===== src/rtl/prio_sel_change_fifo.sv =====
// Priority-selected byte register with change detection; each new held value is
// queued in a small FWFT FIFO that drains over a valid/ready stream, with saturating statistics.
module prio_sel_change_fifo #(
    parameter int WIDTH     = 8,
    parameter int DEPTH     = 4,
    parameter int CONST_VAL = 1,
    parameter int CNT_W     = 16
) (
    input  logic                     clk,
    input  logic                     rst,
    input  logic [WIDTH-1:0]         c,
    input  logic                     s1,
    input  logic                     s2,
    output logic [WIDTH-1:0]         held_out,
    output logic                     m_valid,
    output logic [WIDTH-1:0]         m_data,
    input  logic                     m_ready,
    output logic [$clog2(DEPTH):0]   fifo_count,
    output logic                     full,
    output logic                     empty,
    output logic [CNT_W-1:0]         chg_cnt,
    output logic [CNT_W-1:0]         drop_cnt
);

    localparam int PTR_W = $clog2(DEPTH);
    localparam logic [WIDTH-1:0] CONST_V  = WIDTH'(CONST_VAL);
    localparam logic [PTR_W:0]   FULL_CNT = (PTR_W + 1)'(DEPTH);

    logic [WIDTH-1:0] mem [DEPTH];
    logic [PTR_W-1:0] rd_ptr;
    logic [PTR_W-1:0] wr_ptr;
    logic [WIDTH-1:0] next_val;
    logic             chg;
    logic             pop;
    logic             push;
    logic             drop;

    function automatic logic [CNT_W-1:0] sat_inc(input logic [CNT_W-1:0] v, input logic en);
        if (en && (v != '1)) return v + CNT_W'(1);
        return v;
    endfunction

    assign full    = (fifo_count == FULL_CNT);
    assign empty   = (fifo_count == '0);
    assign m_valid = !empty;
    assign m_data  = m_valid ? mem[rd_ptr] : '0;

    // A pop in the same edge frees the slot, so a change event while full is only lost without one.
    always_comb begin
        next_val = held_out;
        if (s1)      next_val = c;
        else if (s2) next_val = CONST_V;
        chg  = (next_val != held_out);
        pop  = m_valid && m_ready;
        push = chg && (!full || pop);
        drop = chg && full && !pop;
    end

    always_ff @(posedge clk) begin
        if (rst) begin
            held_out   <= '0;
            rd_ptr     <= '0;
            wr_ptr     <= '0;
            fifo_count <= '0;
            chg_cnt    <= '0;
            drop_cnt   <= '0;
        end else begin
            held_out <= next_val;
            if (push) wr_ptr <= wr_ptr + PTR_W'(1);
            if (pop)  rd_ptr <= rd_ptr + PTR_W'(1);
            unique case ({push, pop})
                2'b10:   fifo_count <= fifo_count + (PTR_W + 1)'(1);
                2'b01:   fifo_count <= fifo_count - (PTR_W + 1)'(1);
                default: fifo_count <= fifo_count;
            endcase
            chg_cnt  <= sat_inc(chg_cnt, chg);
            drop_cnt <= sat_inc(drop_cnt, drop);
        end
    end

    // Storage needs no reset: the head is masked to zero whenever the FIFO is empty.
    always_ff @(posedge clk) begin
        if (!rst && push) mem[wr_ptr] <= next_val;
    end

endmodule


===== config.mk =====
export PLATFORM = sky130hd
export DESIGN_NAME = prio_sel_change_fifo
export DESIGN_NICKNAME = d
export VERILOG_FILES = /design/src/rtl/prio_sel_change_fifo.sv
export SDC_FILE = /design/constraint.sdc
export NUM_CORES = 1
export LEC_CHECK = 0
export CAP_MARGIN = 20
export CORE_MARGIN = 3
export CORE_UTILIZATION = 34
export CTS_BUF_LIST = sky130_fd_sc_hd__clkbuf_8 sky130_fd_sc_hd__clkbuf_16
export CTS_CLUSTER_DIAMETER = 80
export DETAILED_ROUTE_END_ITERATION = 6
export PLACE_DENSITY = 0.66
export SYNTH_ARGS = -nofsm -noshare
export SYNTH_HDL_FRONTEND = slang
export SYNTH_SLANG_ARGS = --single-unit

===== constraint.sdc =====
create_clock -name clk -period 2.2 [get_ports clk]
set_input_delay 0.22 -clock clk [delete_from_list [all_inputs] [get_ports clk]]
set_output_delay 0.22 -clock clk [all_outputs]
set_load 0.03 [all_outputs]

==> flow_summary.yaml, run 1 <==
route:
  avgRoutedWirePerCell_um: 15.0
  drt_iter0_markers: 105
  ant_nets: 0
  route.detailed.drc: 0
  drt_wl_total_mm: 8.51
  first_pass_iters: 4
  via_count: 2868
  via_per_inst: 5.07
clock_network:
  clk_latency_ns: 0.36
  cts_sinks: 81
  cts_buffer_depth: 2
  cts_tree: "done"
  cts_inserted_buffers: 9
  cts_setup_buffers: 0
  clk_pin_slew_ns: 0.09
  cts_max_level: 3
  root_buffer: "clkbuf_8"
final_layout:
  final_layout_size_suffix_gt1_share_pct: 17.2
  stdcell_count: 566
  postLayoutCoreUtil_pct: 48.2
  n_antenna_cell: 0
  nets: 445
  final_common_cell: "clkdlybuf4s50_1"
  syn_to_final_growth_pct: 35.7
  final_cell_mix: "clkdlybuf4s50_1, dfxtp_1, edfxtp_1, nor2_1, buf_4"
sta:
  fin_skew_ns: 0.0197
  finalHoldViolations: 0
  rsz0062_at_grt: "yes"
  max-slew-margin-rel_pct: 62.4
  worst_pin_slew_ns: 0.558
  hold_slack_ns: 0.508
  finalWorstSetupSlack_ns: -0.0827
  slew_violations: 0
  fmax_mhz: 438
  fin_crit_sh_pct: 104
  setup_viol: 33
  setup_tns_ns: -0.453
  period_minus_slack_ns: 2.28
critical_path:
  cp.arrival_ns: 2.53
  criticalPathCategory: "input port to register"
  crit_path_max_fanout: 2
  end_kind: "register"
  worstSetupStartpointType: "input port"
  cp.required_ns: 2.45
power_and_ir_drop:
  power.switching_w: 0.00137
  combinationalPowerShare_pct: 29.5
  switching_share_pct: 31.7
  ir_drop_mv: 0.493
  p_per_area_nw_per_um2: 859
  power.leakage_nw: 1.86
  p_seq_share_pct: 41.3
  pwr-share-clk_pct: 29.2
  p_int_w: 0.00295
run_status:
  violations: "negative setup slack"
  status: "finished, violations left"
global_routing:
  grt_pass1_vias: 3018
  grt_busiest_layer: "met2"
  grt_max_degree: 25
  grt_pass1_wl_mm: 14.6
  grt_use_met1_pct: 17.5
  grt_usage_pct: 14.3
  grt_overflow: 0
  met3_usage_pct: 4.00
  antenna_found_initial: 0
  grtUsageMet2_pct: 25.0
synthesis:
  synth_edf_count: 32
  synth_top_area_share_pct: 26.4
  ys.warnings.count: 0
  yosysTopAreaCell: "dfxtp_1"
  syn_area_um2: 3710
  ys_types: 46
  ys_seq_area_share_pct: 52.3
  post_synth.cell_area_avg_um2: 11.2
  postSynth.asyncResetShare_pct: 0
  synth_nets: 352
  synth_flop_cell: "dfxtp_1"
  ys_ff_latch: 81
  ys_top_cells_by_area: "dfxtp_1, edfxtp_1, xor2_1"
  synth_cells: 332
floorplan:
  die_w_um: 110
  start_util_pct: 35.5
  die_h_um: 110
  dieArea_um2: 12200
  placementRows: 37
  core_area_um2: 10500
  num_io_pins: 67
placed_design:
  io_buffers: 66
  dp_cells: 550
  hpwl_mm: 6.12
  gp_congestion: 0.861
job:
  maxCapViolCount: 0
min_path:
  worstHoldPathType: "register to register"
stage by stage:
stage | instance area, um^2 | worst slack, ns | total power, W
global placement | 4800 | -0.427 | 0.00315
finish | 5040 | -0.0827 | 0.00433
floorplan | 3740 | -0.177 | 0.00260
CTS | 5030 | -0.0863 | 0.00439
detailed placement | 4800 | -0.467 | 0.00318
global route | 5040 | -0.161 | 0.00454
per-layer routing:
| layer | wire length, um | part of all wire (%) |
|---|---|---|
| met2 | 4300 | 51 |
| met5 | 0 | 0 |
| met3 | 321 | 3.8 |
| met4 | 88 | 1.0 |
| met1 | 3800 | 45 |
cells by family (layout without fill, tap and decap cells):
| family | after synthesis | after routing | share of synthesized area (%) |
|---|---|---|---|
| adders and majority gates | 7 | 7 | 2.56 |
| buffers and inverters | 26 | 124 | 2.93 |
| and+or+nand+nor | 114 | 114 | 16.6 |
| AOI/OAI and AO/OA | 65 | 65 | 12.9 |
| xor gates and xnor gates | 25 | 25 | 5.90 |
| DFF | 81 | 81 | 52.3 |
| muxes | 14 | 14 | 6.77 |
flip-flops by register name, indices dropped and copies added (netlist names), named ones only:
signal / flops
rd_ptr: 2
fifo_count: 3
wr_ptr: 2
chg_cnt: 16
mem: 32
held_out: 8
drop_cnt: 16
critical path, cell delays in order:
cell             delay, ns
clkdlybuf4s50_1       0.46
xor2_2                0.21
o41ai_4               0.42
o211ai_4              0.12
or2_4                 0.27
nor2_4                0.08
fa_2                  0.20
nor4_1                0.05
a31oi_1               0.15
mux2_2                0.34
cell usage after synthesis (all sizes together) (2+ instances only):
| library cell | n |
|---|---|
| ha | 6 |
| o31ai | 7 |
| nand2 | 12 |
| nor2b | 12 |
| or3 | 6 |
| nand3 | 7 |
| xor2 | 21 |
| dfxtp | 49 |
| nand4 | 5 |
| clkbuf | 12 |
| inv | 10 |
| o21ai | 11 |
| mux4 | 8 |
| xnor2 | 4 |
| and3 | 11 |
| nor2 | 29 |
| a21oi | 17 |
| a22o | 7 |
| mux2 | 3 |
| o211ai | 8 |
| nor4 | 2 |
| and2 | 15 |
| o2111ai | 6 |
| nand2b | 3 |
| buf | 4 |
| or4 | 8 |
| mux2i | 3 |
| edfxtp | 32 |
power by group through the flow:
| stage | clock network (W) | logic (W) | registers [W] |
|---|---|---|---|
| 3_3_place_gp | 0 | 0.00134 | 0.00182 |
| 4_1_cts | 0.00130 | 0.00130 | 0.00179 |
| 3_5_place_dp | 0 | 0.00135 | 0.00182 |
| 2_1_floorplan | 0 | 0.000739 | 0.00186 |
| 6_report | 0.00126 | 0.00128 | 0.00179 |
| 5_1_grt | 0.00135 | 0.00138 | 0.00181 |
cell type report:
class	instances	area, um^2
clock buffers	9	124
clock inverters	7	109
flip-flops and latches	81	1950
multi-input cells	225	1690
inverters	10	37.5
repair buffers	98	955
fillers	998	5420
well taps	136	170
worst paths after layout:
path                                  from                    endpoint  slack (ns)  cells past startpoint
hold / removal    drop_cnt[6]$_SDFFE_PP0P_    drop_cnt[6]$_SDFFE_PP0P_        0.51                      2
hold reg to reg   drop_cnt[6]$_SDFFE_PP0P_    drop_cnt[6]$_SDFFE_PP0P_        0.51                      2
setup / recovery                      c[6]  fifo_count[2]$_SDFFE_PP0P_       -0.08                     10
setup reg to reg    held_out[6]$_SDFF_PP0_  fifo_count[2]$_SDFFE_PP0P_       -0.07                      9
what timing repair did:
action | CTS | global route
setup endpoints to repair | 36 | 42
hold buffers | 0 | 0
gates resized for setup | 13 | 2
pin swaps | 1 | 0
cloned | 0 | 0
No activity file was read; power rests on OpenSTA's default activity.
==> run 2, diff against run 1 <==
--- a/config.mk
+++ b/config.mk
@@ -11,6 +11,7 @@
 export CTS_BUF_LIST = sky130_fd_sc_hd__clkbuf_8 sky130_fd_sc_hd__clkbuf_16
 export CTS_CLUSTER_DIAMETER = 80
 export DETAILED_ROUTE_END_ITERATION = 6
+export MAX_ROUTING_LAYER = met4
 export PLACE_DENSITY = 0.66
 export SYNTH_ARGS = -nofsm -noshare
 export SYNTH_HDL_FRONTEND = slang
==> flow_summary.yaml, run 2 (synthesis results as in run 1) <==
critical_path:
  end_kind: "register"
  criticalPathCategory: "input port to register"
  worstSetupStartpointType: "input port"
  cpPeakStageDelay_ns: 0.46
  crit_path_max_fanout: 2
  crit_path_top_delay_cell: "clkdlybuf4s50_1"
  cp.arrival_ns: 2.53
  crit_buf_inv: 1
  cp_top_family: "compound AO/OA/AOI/OAI gates"
  cp.required_ns: 2.45
  crit_chain: "clkdlybuf4s50_1 > xor2_2 > o41ai_4 > o211ai_4 > or2_4 > nor2_4 > fa_2 > nor4_1 > a31oi_1 > mux2_2"
  regToRegSetupSlack_ns: -0.07
floorplan:
  core_area_um2: 10500
  placementRows: 37
  dieArea_um2: 12200
  num_io_pins: 67
  start_util_pct: 35.5
  die_h_um: 110
  die_w_um: 110
clock_network:
  cts_buffer_depth: 2
  clk_pin_slew_ns: 0.09
  root_buffer: "clkbuf_8"
  cts_max_level: 3
  cts_tree: "done"
  cts_sinks: 81
  clk_latency_ns: 0.36
  cts_inserted_buffers: 9
  hold_buffers: 0
run_status:
  violations: "negative setup slack"
  status: "finished, violations left"
sta:
  slew_violations: 0
  finalWorstSetupSlack_ns: -0.0826
  fmax_mhz: 438
  period_minus_slack_ns: 2.28
  max-slew-margin-rel_pct: 62.0
  rsz0062_at_grt: "yes"
  fin_crit_sh_pct: 104
  fin_skew_ns: 0.0198
  setup_viol: 33
  worst_pin_slew_ns: 0.563
  finalHoldViolations: 0
final_layout:
  final_layout_size_suffix_gt1_share_pct: 17.2
  nets: 445
  final_cell_mix: "clkdlybuf4s50_1, dfxtp_1, edfxtp_1, nor2_1, buf_4"
  final_area_um2: 5040
  final_common_cell: "clkdlybuf4s50_1"
  largest_reg_flops: 32
  syn_to_final_growth_pct: 35.7
  top_regs: "mem x32, chg_cnt x16, drop_cnt x16"
  n_antenna_cell: 0
  top_register: "mem"
route:
  route.detailed.drc: 0
  via_per_inst: 5.10
  ant_nets: 0
  via_count: 2886
  first_pass_iters: 4
  avgRoutedWirePerCell_um: 15.1
  drt_iter0_markers: 101
  drt_wl_total_mm: 8.54
power_and_ir_drop:
  ir_drop_mv: 0.493
  p_per_area_nw_per_um2: 859
  power.leakage_nw: 1.86
job:
  maxCapViolCount: 0
placed_design:
  io_buffers: 66
  hpwl_mm: 6.12
  pre_cts_slack_ns: -0.467
  postPlaceCellArea_um2: 4800
  gp_congestion: 0.875
global_routing:
  grt_pass1_wl_mm: 14.5
  grt_use_met1_pct: 17.6
  met3_usage_pct: 3.78
  grt_overflow: 0
  grt_busiest_layer: "met2"
  grt_pass1_vias: 3011
  antenna_found_initial: 0
  grtUsageMet2_pct: 25.0
  grt_max_degree: 25
  grt_usage_pct: 14.8
min_path:
  worstHoldPathType: "register to register"
-- run 2: metrics by stage --
stage	total power, W	std cells	hold WS, ns	utilization, %	TNS, ns
after global routing	0.00454	566	0.555	48.2	-4.10
final	0.00433	566	0.508	48.2	-0.463
after detailed placement	0.00318	550	0.498	45.9	-15.88
after floorplan	0.00260	332	0.388	-	-0.393
after global placement	0.00315	550	0.495	45.9	-13.54
after CTS	0.00439	566	0.513	48.1	-0.328
-- run 2: area by class of cell --
cell class | count | area (um^2)
Fill cell | 998 | 5420
Sequential cell | 81 | 1950
Multi-Input combinational cell | 225 | 1690
Timing Repair Buffer | 98 | 955
Tap cell | 136 | 170
Clock buffer | 9 | 124
Clock inverter | 7 | 109
Inverter | 10 | 37.5
-- run 2: report_power, final --
| part | switching [W] | internal, W |
|---|---|---|
| sequential | 0.0000935 | 0.00169 |
| clock | 0.000602 | 0.000663 |
| combinational | 0.000679 | 0.000598 |
-- run 2: layer usage --
| metal | vias to the layer above | share of wire [%] |
|---|---|---|
| li1 | 1403 | - |
| met1 | 1408 | 45 |
| met2 | 66 | 50 |
| met3 | 9 | 4.3 |
| met4 | 0 | 1.0 |
| met5 | - | 0 |
-- run 2: worst paths after layout --
| kind | start | endpoint | cells after the start |
|---|---|---|---|
| max | c[6] | fifo_count[2]$_SDFFE_PP0P_ | 10 |
| min | drop_cnt[6]$_SDFFE_PP0P_ | drop_cnt[6]$_SDFFE_PP0P_ | 2 |
| max reg2reg | held_out[6]$_SDFF_PP0_ | fifo_count[2]$_SDFFE_PP0P_ | 9 |
| min reg2reg | drop_cnt[6]$_SDFFE_PP0P_ | drop_cnt[6]$_SDFFE_PP0P_ | 2 |
-- run 2: what timing repair did --
| item | in CTS | in global routing |
|---|---|---|
| setup buffers | 0 | 0 |
| pin swaps | 1 | 0 |
| gates resized for setup | 13 | 2 |
| endpoints found under the setup margin | 36 | 42 |
-- run 2: worst min-delay path: stages (launching register included) --
cell and delay, ns:
dfxtp_1 0.34, o21ai_0 0.07, a21oi_1 0.06
